## config.mk

```make
export PLATFORM = sky130hd
export DESIGN_NAME = load_store_unit_flat
export DESIGN_NICKNAME = d
export VERILOG_FILES = /design/src/rtl/lsu_pkg.sv /design/src/rtl/load_store_unit_if.sv /design/src/rtl/load_extend.sv /design/src/rtl/load_store_unit.sv /design/src/flat_wrapper.sv
export SDC_FILE = /design/constraint.sdc
export NUM_CORES = 1
export LEC_CHECK = 0
export BUFFER_PORTS_ARGS = -buffer_cell sky130_fd_sc_hd__buf_2
export CORE_ASPECT_RATIO = 0.7
export CORE_MARGIN = 10
export CORE_UTILIZATION = 41
export CTS_CLUSTER_SIZE = 28
export DETAILED_ROUTE_END_ITERATION = 7
export PLACE_DENSITY = 0.64
export REMOVE_ABC_BUFFERS = 1
export SLEW_MARGIN = 20
export SYNTH_ARGS = -nofsm -noshare
export SYNTH_HDL_FRONTEND = slang
export SYNTH_SLANG_ARGS = --single-unit
```

## constraint.sdc

```tcl
create_clock -name clk_in -period 2.5 [get_ports clk_in]
set_clock_uncertainty 0.15 [all_clocks]
set_input_delay 0.25 -clock clk_in [delete_from_list [all_inputs] [get_ports clk_in]]
set_output_delay 0.25 -clock clk_in [all_outputs]
set_load 0.01 [all_outputs]
```

## src/rtl/lsu_pkg.sv

```systemverilog
// Shared types and constants for the load/store unit: FSM states, access sizes
// and the RISC-V funct3 encodings for loads and stores.
package lsu_pkg;

    typedef enum logic [2:0] {
        ST_IDLE   = 3'd0,
        ST_ACCESS = 3'd1,
        ST_WAIT   = 3'd2,
        ST_WRITE  = 3'd3,
        ST_RESP   = 3'd4
    } state_e;

    typedef enum logic [1:0] {
        SZ_BYTE   = 2'd0,
        SZ_HALF   = 2'd1,
        SZ_WORD   = 2'd2,
        SZ_DOUBLE = 2'd3
    } size_e;

    localparam logic [2:0] F3_LB  = 3'b000;
    localparam logic [2:0] F3_LH  = 3'b001;
    localparam logic [2:0] F3_LW  = 3'b010;
    localparam logic [2:0] F3_LD  = 3'b011;
    localparam logic [2:0] F3_LBU = 3'b100;
    localparam logic [2:0] F3_LHU = 3'b101;
    localparam logic [2:0] F3_LWU = 3'b110;

    localparam logic [2:0] F3_SB  = 3'b000;
    localparam logic [2:0] F3_SH  = 3'b001;
    localparam logic [2:0] F3_SW  = 3'b010;
    localparam logic [2:0] F3_SD  = 3'b011;

    // The low two funct3 bits encode the access size for both loads and stores.
    function automatic size_e funct3_size(input logic [2:0] funct3);
        return size_e'(funct3[1:0]);
    endfunction

    function automatic logic [2:0] align_mask(input size_e size);
        logic [2:0] mask;
        case (size)
            SZ_BYTE:   mask = 3'b000;
            SZ_HALF:   mask = 3'b001;
            SZ_WORD:   mask = 3'b011;
            SZ_DOUBLE: mask = 3'b111;
            default:   mask = 3'b111;
        endcase
        return mask;
    endfunction

    function automatic logic funct3_illegal(input logic write, input logic [2:0] funct3);
        logic bad;
        if (write) begin
            bad = funct3[2];
        end else begin
            bad = (funct3 == 3'b111);
        end
        return bad;
    endfunction

endpackage

```

## src/rtl/load_store_unit_if.sv

```systemverilog
// Request, response and data-memory signals of the load/store unit.
// master = upstream core plus memory, slave = the unit itself.
interface load_store_unit_if #(
    parameter int ADDR_WIDTH = 64,
    parameter int DATA_WIDTH = 64
);
    logic                  req_valid_in;
    logic                  req_ready_out;
    logic                  req_write_in;
    logic [2:0]            req_funct3_in;
    logic [ADDR_WIDTH-1:0] req_address_in;
    logic [DATA_WIDTH-1:0] req_data_in;
    logic                  resp_valid_out;
    logic [DATA_WIDTH-1:0] resp_data_out;
    logic                  resp_error_out;
    logic [ADDR_WIDTH-1:0] mem_address_out;
    logic [DATA_WIDTH-1:0] mem_data_out;
    logic                  mem_writeEnable_out;
    logic                  mem_readEnable_out;
    logic [DATA_WIDTH-1:0] mem_data_in;

    modport slave (
        input  req_valid_in, req_write_in, req_funct3_in, req_address_in, req_data_in,
        input  mem_data_in,
        output req_ready_out, resp_valid_out, resp_data_out, resp_error_out,
        output mem_address_out, mem_data_out, mem_writeEnable_out, mem_readEnable_out
    );

    modport master (
        output req_valid_in, req_write_in, req_funct3_in, req_address_in, req_data_in,
        output mem_data_in,
        input  req_ready_out, resp_valid_out, resp_data_out, resp_error_out,
        input  mem_address_out, mem_data_out, mem_writeEnable_out, mem_readEnable_out
    );

endinterface

```

## src/rtl/load_extend.sv

```systemverilog
// Combinational load lane selection: picks the addressed bytes out of a
// little-endian doubleword and sign- or zero-extends them per funct3.
module load_extend
    import lsu_pkg::*;
#(
    parameter int DATA_WIDTH = 64
) (
    input  logic [DATA_WIDTH-1:0] dword,
    input  logic [2:0]            offset,
    input  logic [2:0]            funct3,
    output logic [DATA_WIDTH-1:0] result
);

    logic [DATA_WIDTH-1:0] shifted_s;

    // Shift the addressed lane down to bit 0, then extend it.
    always_comb begin
        shifted_s = dword >> {offset, 3'b000};
        case (funct3)
            F3_LB:   result = {{(DATA_WIDTH-8){shifted_s[7]}},   shifted_s[7:0]};
            F3_LH:   result = {{(DATA_WIDTH-16){shifted_s[15]}}, shifted_s[15:0]};
            F3_LW:   result = {{(DATA_WIDTH-32){shifted_s[31]}}, shifted_s[31:0]};
            F3_LD:   result = shifted_s;
            F3_LBU:  result = {{(DATA_WIDTH-8){1'b0}},  shifted_s[7:0]};
            F3_LHU:  result = {{(DATA_WIDTH-16){1'b0}}, shifted_s[15:0]};
            F3_LWU:  result = {{(DATA_WIDTH-32){1'b0}}, shifted_s[31:0]};
            default: result = {DATA_WIDTH{1'b0}};
        endcase
    end

endmodule

```

## src/rtl/load_store_unit.sv

```systemverilog
// Single-outstanding load/store unit in front of a doubleword data memory.
// Define LSU_MISALIGN_CHECK_EN to reject misaligned accesses instead of aligning them down.
module load_store_unit
    import lsu_pkg::*;
#(
    parameter int ADDR_WIDTH = 64,
    parameter int DATA_WIDTH = 64,
    parameter int DEPTH_2POW = 12
) (
    input  logic             clk_in,
    input  logic             reset_in,
    load_store_unit_if.slave bus
);

    state_e                state_r;
    state_e                state_nx_s;

    logic                  write_r;
    logic [2:0]            funct3_r;
    logic [ADDR_WIDTH-1:0] addr_r;
    logic [DATA_WIDTH-1:0] data_r;

    logic                  fld_write_s;
    logic [2:0]            fld_funct3_s;
    logic [ADDR_WIDTH-1:0] fld_addr_s;
    logic [DATA_WIDTH-1:0] fld_data_s;

    size_e                 size_s;
    logic [2:0]            amask_s;
    logic                  illegal_s;
    logic                  range_err_s;
    logic                  error_s;
    logic                  is_sd_s;
    logic                  accept_s;
    logic [ADDR_WIDTH-1:0] eff_addr_s;
    logic [2:0]            offset_s;
`ifdef LSU_MISALIGN_CHECK_EN
    logic                  misalign_s;
`endif

    logic [DATA_WIDTH-1:0] lane_s;
    logic [DATA_WIDTH-1:0] byte_mask_s;
    logic [DATA_WIDTH-1:0] store_shift_s;
    logic [DATA_WIDTH-1:0] merged_s;
    logic [DATA_WIDTH-1:0] load_result_s;

    logic                  ready_r,      ready_nx_s;
    logic                  resp_valid_r, resp_valid_nx_s;
    logic [DATA_WIDTH-1:0] resp_data_r,  resp_data_nx_s;
    logic                  resp_error_r, resp_error_nx_s;
    logic [ADDR_WIDTH-1:0] mem_addr_r,   mem_addr_nx_s;
    logic [DATA_WIDTH-1:0] mem_data_r,   mem_data_nx_s;
    logic                  mem_we_r,     mem_we_nx_s;
    logic                  mem_re_r,     mem_re_nx_s;

    assign accept_s = (state_r == ST_IDLE) && bus.req_valid_in;

    // In IDLE the live request is decoded so the accept edge can already act on it.
    always_comb begin
        if (state_r == ST_IDLE) begin
            fld_write_s  = bus.req_write_in;
            fld_funct3_s = bus.req_funct3_in;
            fld_addr_s   = bus.req_address_in;
            fld_data_s   = bus.req_data_in;
        end else begin
            fld_write_s  = write_r;
            fld_funct3_s = funct3_r;
            fld_addr_s   = addr_r;
            fld_data_s   = data_r;
        end
    end

    // Request legality, effective (aligned) address and byte offset.
    always_comb begin
        size_s      = funct3_size(fld_funct3_s);
        amask_s     = align_mask(size_s);
        illegal_s   = funct3_illegal(fld_write_s, fld_funct3_s);
        range_err_s = |fld_addr_s[ADDR_WIDTH-1:DEPTH_2POW+3];
`ifdef LSU_MISALIGN_CHECK_EN
        misalign_s  = |(fld_addr_s[2:0] & amask_s);
        error_s     = illegal_s | range_err_s | misalign_s;
`else
        error_s     = illegal_s | range_err_s;
`endif
        eff_addr_s  = {fld_addr_s[ADDR_WIDTH-1:3], fld_addr_s[2:0] & ~amask_s};
        offset_s    = eff_addr_s[2:0];
        is_sd_s     = fld_write_s && (size_s == SZ_DOUBLE);
    end

    // Read-modify-write merge of sub-doubleword store data into the fetched doubleword.
    always_comb begin
        case (size_s)
            SZ_BYTE:   lane_s = DATA_WIDTH'(64'h0000_0000_0000_00FF);
            SZ_HALF:   lane_s = DATA_WIDTH'(64'h0000_0000_0000_FFFF);
            SZ_WORD:   lane_s = DATA_WIDTH'(64'h0000_0000_FFFF_FFFF);
            SZ_DOUBLE: lane_s = {DATA_WIDTH{1'b1}};
            default:   lane_s = {DATA_WIDTH{1'b1}};
        endcase
        byte_mask_s   = lane_s << {offset_s, 3'b000};
        store_shift_s = (fld_data_s & lane_s) << {offset_s, 3'b000};
        merged_s      = (bus.mem_data_in & ~byte_mask_s) | store_shift_s;
    end

    load_extend #(
        .DATA_WIDTH (DATA_WIDTH)
    ) u_load_extend (
        .dword  (bus.mem_data_in),
        .offset (offset_s),
        .funct3 (fld_funct3_s),
        .result (load_result_s)
    );

    // FSM state register.
    always_ff @(posedge clk_in) begin
        if (reset_in) begin
            state_r <= ST_IDLE;
        end else begin
            state_r <= state_nx_s;
        end
    end

    // FSM next-state logic.
    always_comb begin
        state_nx_s = state_r;
        case (state_r)
            ST_IDLE: begin
                if (accept_s) begin
                    state_nx_s = error_s ? ST_RESP : ST_ACCESS;
                end else begin
                    state_nx_s = ST_IDLE;
                end
            end
            ST_ACCESS: state_nx_s = is_sd_s ? ST_RESP : ST_WAIT;
            ST_WAIT:   state_nx_s = fld_write_s ? ST_WRITE : ST_RESP;
            ST_WRITE:  state_nx_s = ST_RESP;
            ST_RESP:   state_nx_s = ST_IDLE;
            default:   state_nx_s = ST_IDLE;
        endcase
    end

    // Outputs are decoded from the next state so the registered copies line up with it.
    always_comb begin
        ready_nx_s      = (state_nx_s == ST_IDLE);
        resp_valid_nx_s = (state_nx_s == ST_RESP);
        resp_error_nx_s = (state_nx_s == ST_RESP) && error_s;
        mem_re_nx_s     = (state_nx_s == ST_ACCESS) && !is_sd_s;
        mem_we_nx_s     = ((state_nx_s == ST_ACCESS) && is_sd_s) || (state_nx_s == ST_WRITE);
        if ((state_nx_s == ST_RESP) && (state_r == ST_WAIT) && !fld_write_s) begin
            resp_data_nx_s = load_result_s;
        end else begin
            resp_data_nx_s = {DATA_WIDTH{1'b0}};
        end
        if (mem_re_nx_s || mem_we_nx_s) begin
            mem_addr_nx_s = {eff_addr_s[ADDR_WIDTH-1:3], 3'b000};
        end else begin
            mem_addr_nx_s = {ADDR_WIDTH{1'b0}};
        end
        if (state_nx_s == ST_WRITE) begin
            mem_data_nx_s = merged_s;
        end else if (mem_we_nx_s) begin
            mem_data_nx_s = fld_data_s;
        end else begin
            mem_data_nx_s = {DATA_WIDTH{1'b0}};
        end
    end

    // Captured request fields, loaded on the accept edge.
    always_ff @(posedge clk_in) begin
        if (reset_in) begin
            write_r  <= 1'b0;
            funct3_r <= 3'b000;
            addr_r   <= {ADDR_WIDTH{1'b0}};
            data_r   <= {DATA_WIDTH{1'b0}};
        end else if (accept_s) begin
            write_r  <= bus.req_write_in;
            funct3_r <= bus.req_funct3_in;
            addr_r   <= bus.req_address_in;
            data_r   <= bus.req_data_in;
        end
    end

    // Output registers.
    always_ff @(posedge clk_in) begin
        if (reset_in) begin
            ready_r      <= 1'b1;
            resp_valid_r <= 1'b0;
            resp_data_r  <= {DATA_WIDTH{1'b0}};
            resp_error_r <= 1'b0;
            mem_addr_r   <= {ADDR_WIDTH{1'b0}};
            mem_data_r   <= {DATA_WIDTH{1'b0}};
            mem_we_r     <= 1'b0;
            mem_re_r     <= 1'b0;
        end else begin
            ready_r      <= ready_nx_s;
            resp_valid_r <= resp_valid_nx_s;
            resp_data_r  <= resp_data_nx_s;
            resp_error_r <= resp_error_nx_s;
            mem_addr_r   <= mem_addr_nx_s;
            mem_data_r   <= mem_data_nx_s;
            mem_we_r     <= mem_we_nx_s;
            mem_re_r     <= mem_re_nx_s;
        end
    end

    assign bus.req_ready_out       = ready_r;
    assign bus.resp_valid_out      = resp_valid_r;
    assign bus.resp_data_out       = resp_data_r;
    assign bus.resp_error_out      = resp_error_r;
    assign bus.mem_address_out     = mem_addr_r;
    assign bus.mem_data_out        = mem_data_r;
    assign bus.mem_writeEnable_out = mem_we_r;
    assign bus.mem_readEnable_out  = mem_re_r;

endmodule
```

## src/flat_wrapper.sv

```systemverilog
// flat-port wrapper written by rule: the top's interface ports become plain ports
module load_store_unit_flat import lsu_pkg::*;
#(
    parameter int ADDR_WIDTH = 64,
    parameter int DATA_WIDTH = 64,
    parameter int DEPTH_2POW = 12
)
  (clk_in, reset_in, bus_req_valid_in, bus_req_write_in, bus_req_funct3_in, bus_req_address_in, bus_req_data_in, bus_mem_data_in, bus_req_ready_out, bus_resp_valid_out, bus_resp_data_out, bus_resp_error_out, bus_mem_address_out, bus_mem_data_out, bus_mem_writeEnable_out, bus_mem_readEnable_out);
  load_store_unit_if #(.ADDR_WIDTH(ADDR_WIDTH), .DATA_WIDTH(DATA_WIDTH)) bus_i ();
  input  logic clk_in;
  input  logic reset_in;
  input wire logic [$bits(bus_i.req_valid_in)-1:0] bus_req_valid_in;
  input wire logic [$bits(bus_i.req_write_in)-1:0] bus_req_write_in;
  input wire logic [$bits(bus_i.req_funct3_in)-1:0] bus_req_funct3_in;
  input wire logic [$bits(bus_i.req_address_in)-1:0] bus_req_address_in;
  input wire logic [$bits(bus_i.req_data_in)-1:0] bus_req_data_in;
  input wire logic [$bits(bus_i.mem_data_in)-1:0] bus_mem_data_in;
  output wire logic [$bits(bus_i.req_ready_out)-1:0] bus_req_ready_out;
  output wire logic [$bits(bus_i.resp_valid_out)-1:0] bus_resp_valid_out;
  output wire logic [$bits(bus_i.resp_data_out)-1:0] bus_resp_data_out;
  output wire logic [$bits(bus_i.resp_error_out)-1:0] bus_resp_error_out;
  output wire logic [$bits(bus_i.mem_address_out)-1:0] bus_mem_address_out;
  output wire logic [$bits(bus_i.mem_data_out)-1:0] bus_mem_data_out;
  output wire logic [$bits(bus_i.mem_writeEnable_out)-1:0] bus_mem_writeEnable_out;
  output wire logic [$bits(bus_i.mem_readEnable_out)-1:0] bus_mem_readEnable_out;
  assign bus_i.req_valid_in = bus_req_valid_in;
  assign bus_i.req_write_in = bus_req_write_in;
  assign bus_i.req_funct3_in = bus_req_funct3_in;
  assign bus_i.req_address_in = bus_req_address_in;
  assign bus_i.req_data_in = bus_req_data_in;
  assign bus_i.mem_data_in = bus_mem_data_in;
  assign bus_req_ready_out = bus_i.req_ready_out;
  assign bus_resp_valid_out = bus_i.resp_valid_out;
  assign bus_resp_data_out = bus_i.resp_data_out;
  assign bus_resp_error_out = bus_i.resp_error_out;
  assign bus_mem_address_out = bus_i.mem_address_out;
  assign bus_mem_data_out = bus_i.mem_data_out;
  assign bus_mem_writeEnable_out = bus_i.mem_writeEnable_out;
  assign bus_mem_readEnable_out = bus_i.mem_readEnable_out;
  load_store_unit #(.ADDR_WIDTH(ADDR_WIDTH), .DATA_WIDTH(DATA_WIDTH), .DEPTH_2POW(DEPTH_2POW)) u_core (.clk_in(clk_in), .reset_in(reset_in), .bus(bus_i));
endmodule
```

==> run metrics <==
worst hold-check path type in2reg; setup ws final -167 ps; # IOs 396; clock sink total 329; clock-pin slew on the worst setup and hold paths 70 ps; Leak 10.5 nW; part of the cycle the worst path needs 107%; drt first-iter violations 2119; CTS tree done; CP max stage cell or3_4; Layout area overhead 65.1%; Die Span X 246 µm; cells along the critical path or3_4 > buf_4 > buf_4 > nand3b_1 > a32o_2 > buf_12 > buf_12 > nand2_1 > buf_6 > a221oi_2 > a211oi_4; Tot GR Track Use 29.6%; vias in the first global route 16800; Post-synth top cells nand2_1, dfxtp_1, a21oi_1; Chip Height 178 µm; die area 44000 µm²; Hold Startpoint bus_mem_data_in[27]; Core ar. 35000 µm²; top-area cell type share of the netlist area 44.8%; final core utilization 69.3%; top-count cell post-synth nand2_1; CP endpoint kind flop; synth warn 0; unrepaired setup endpoints after global routing yes; Hold Fails Final Rpt 0; WL per Instance 23.6 µm; maximum fanout along the worst path 8; syn_area_per_cell 8.12 µm²; crit path from u_core.state_r[2]; crit start category flop; CTS Root Cell clkbuf_16; Max Fclk 0.375 GHz; Synth area leaders dfxtp_1, nand2_1, a21oi_1; Synth async-reset ratio 0%; Non-Filler Instances 3052; FILL cells 2682; H-tree levels 2; Clk Latency, worst-skew pair 540 ps; Nets 2743; CTS buffer count 35; Register Area 6600 µm²; Hold Slack 3.62 ps; Synth Register Bits 329; Crit path required time 2750 ps; Remaining DRCs 0; site row count 57; number of max-cap violations 0; area occupied by multi-input gates 8920 µm²; Cells after Synth 1811; routed vias/inst 5.78; starting density of the core 42.0%; ys flop type dfxtp_1; sequential-to-total area share from yosys stat 44.8%; antenna violations before repair 12; Placement Setup Slack -307 ps; Mapped Area 14700 µm²; Tmin final 2670 ps; Synth area leader dfxtp_1; Crit path largest cell delay 450 ps; first-pass GRT wire length 102000 µm; Pre-Repair DR Iteration Count 7; VDD IR-drop max 0.498 mV; Port Buf Inserts 392; post-synth cell types 55; Reg2Reg Setup Slack -170 ps; hpwl dp 46700 µm; CP arrival 2920 ps; clk buf depth 3; final-report max-slew violation count 0; relative slew slack 43.3%; Post-synth EDFFs 0; post-route ant nets 0; layout cells sized above 1 39.7%; worst reg2reg startpoint u_core.state_r[2]; largest net degree at the start of global routing 77; WL final 72100 µm; global placer's final weighted congestion 0.952; CP Class reg2reg; violated checks negative setup slack; setup_tns -9400 ps; # setup viols final 151; Least-Margin Pin Slew 850 ps; Placed Cells 2737; status finished with violations; via count 17600; power density over the cells 578 nW/µm²; Overflow after GRT 0
## cells by family (layout without fill, tap and decap cells)
| logic type | Yosys count | count (layout) | share of synthesized area (%) |
|---|---|---|---|
| and+or+nand+nor | 671 | 672 | 18.8 |
| muxes | 105 | 105 | 7.23 |
| buffers and inverters | 180 | 934 | 5.39 |
| other | 1 | 15 | 0.0255 |
| DFF | 329 | 329 | 44.8 |
| AOI/OAI and AO/OA | 525 | 525 | 23.8 |
## cell type report
type | count | share of cell area (%)
multi-input combinational | 1305 | 36.8
timing repair buffer | 855 | 28.3
sequential | 329 | 27.2
clock buffer | 43 | 4.02
tap | 472 | 2.43
clock inverter | 18 | 0.958
inverter | 18 | 0.278
antenna | 12 | 0.124
## placed cells by master, fill, tap and decap left out, drive strengths merged, types with 12 or more instances in the layout
cell           n
o22ai         19
o21ai         19
or3           12
o32ai         16
a31oi         22
nor2          54
o2bb2ai       16
nor4          23
a221oi        39
nand2        511
mux2i         98
a211oi        31
clkbuf        52
nor3          20
a41oi         32
diode         12
dfxtp        329
a21oi        267
inv           20
dlygate4sd3  166
buf          677
## timing repair
item                       CTS  global route
setup endpoints to repair  194           192
hold endpoints to repair   232             1
hold buffers               165             1
buffers inserted            28            30
resized for setup          155           206
pin swaps                   16            61
cloned                      12            14
## state kept, by name, summed over array words and instances (netlist names)
register / count
u_core.bus.req_ready_out: 1
u_core.bus.resp_error_out: 1
u_core.bus.mem_data_out: 64
u_core.addr_r: 64
u_core.state_r: 3
u_core.bus.mem_writeEnable_out: 1
u_core.write_r: 1
u_core.bus.resp_data_out: 64
u_core.bus.resp_valid_out: 1
u_core.bus.mem_address_out: 61
u_core.data_r: 64
u_core.funct3_r: 3
u_core.bus.mem_readEnable_out: 1
## report_power, final
group	total, W	leakage [nW]	internal, W	switching, W
registers	0.00547	2.67	0.00537	0.0000939
logic	0.00299	7.27	0.00134	0.00165
clock network	0.00556	0.591	0.00330	0.00226
total	0.0140	10.5	0.0100	0.00400
## worst max-delay path: cells and delay by family (launching register included)
family          cells  cell delay [ps]
simple gates        3              610
buf+inv             5              750
compound gates      3              670
flops               1              370
## layer usage
metal / global-route usage, % / vias to the layer above / wire [µm]
met3: 7.65 / 182 / 7660
met5: 0 / - / 20
met2: 45.9 / 1066 / 32200
met4: 9.43 / 4 / 2290
met1: 39.5 / 8466 / 29900
li1: - / 7919 / -
## stage by stage
| stage | power, W | cell area, µm² |
|---|---|---|
| floorplan | 0.00658 | 14000 |
| global placement | 0.00768 | 18600 |
| detailed placement | 0.00770 | 18600 |
| CTS | 0.0136 | 22700 |
| global route | 0.0145 | 24300 |
| finish | 0.0140 | 24300 |
## worst paths after layout
kind,end,depth (start not counted)
max,u_core.bus.mem_data_out[9],11
min,u_core.bus.mem_data_out[27],3
max reg2reg,u_core.bus.mem_data_out[9],11
min reg2reg,u_core.data_r[25],2
Power figures use the tool's default switching activity.
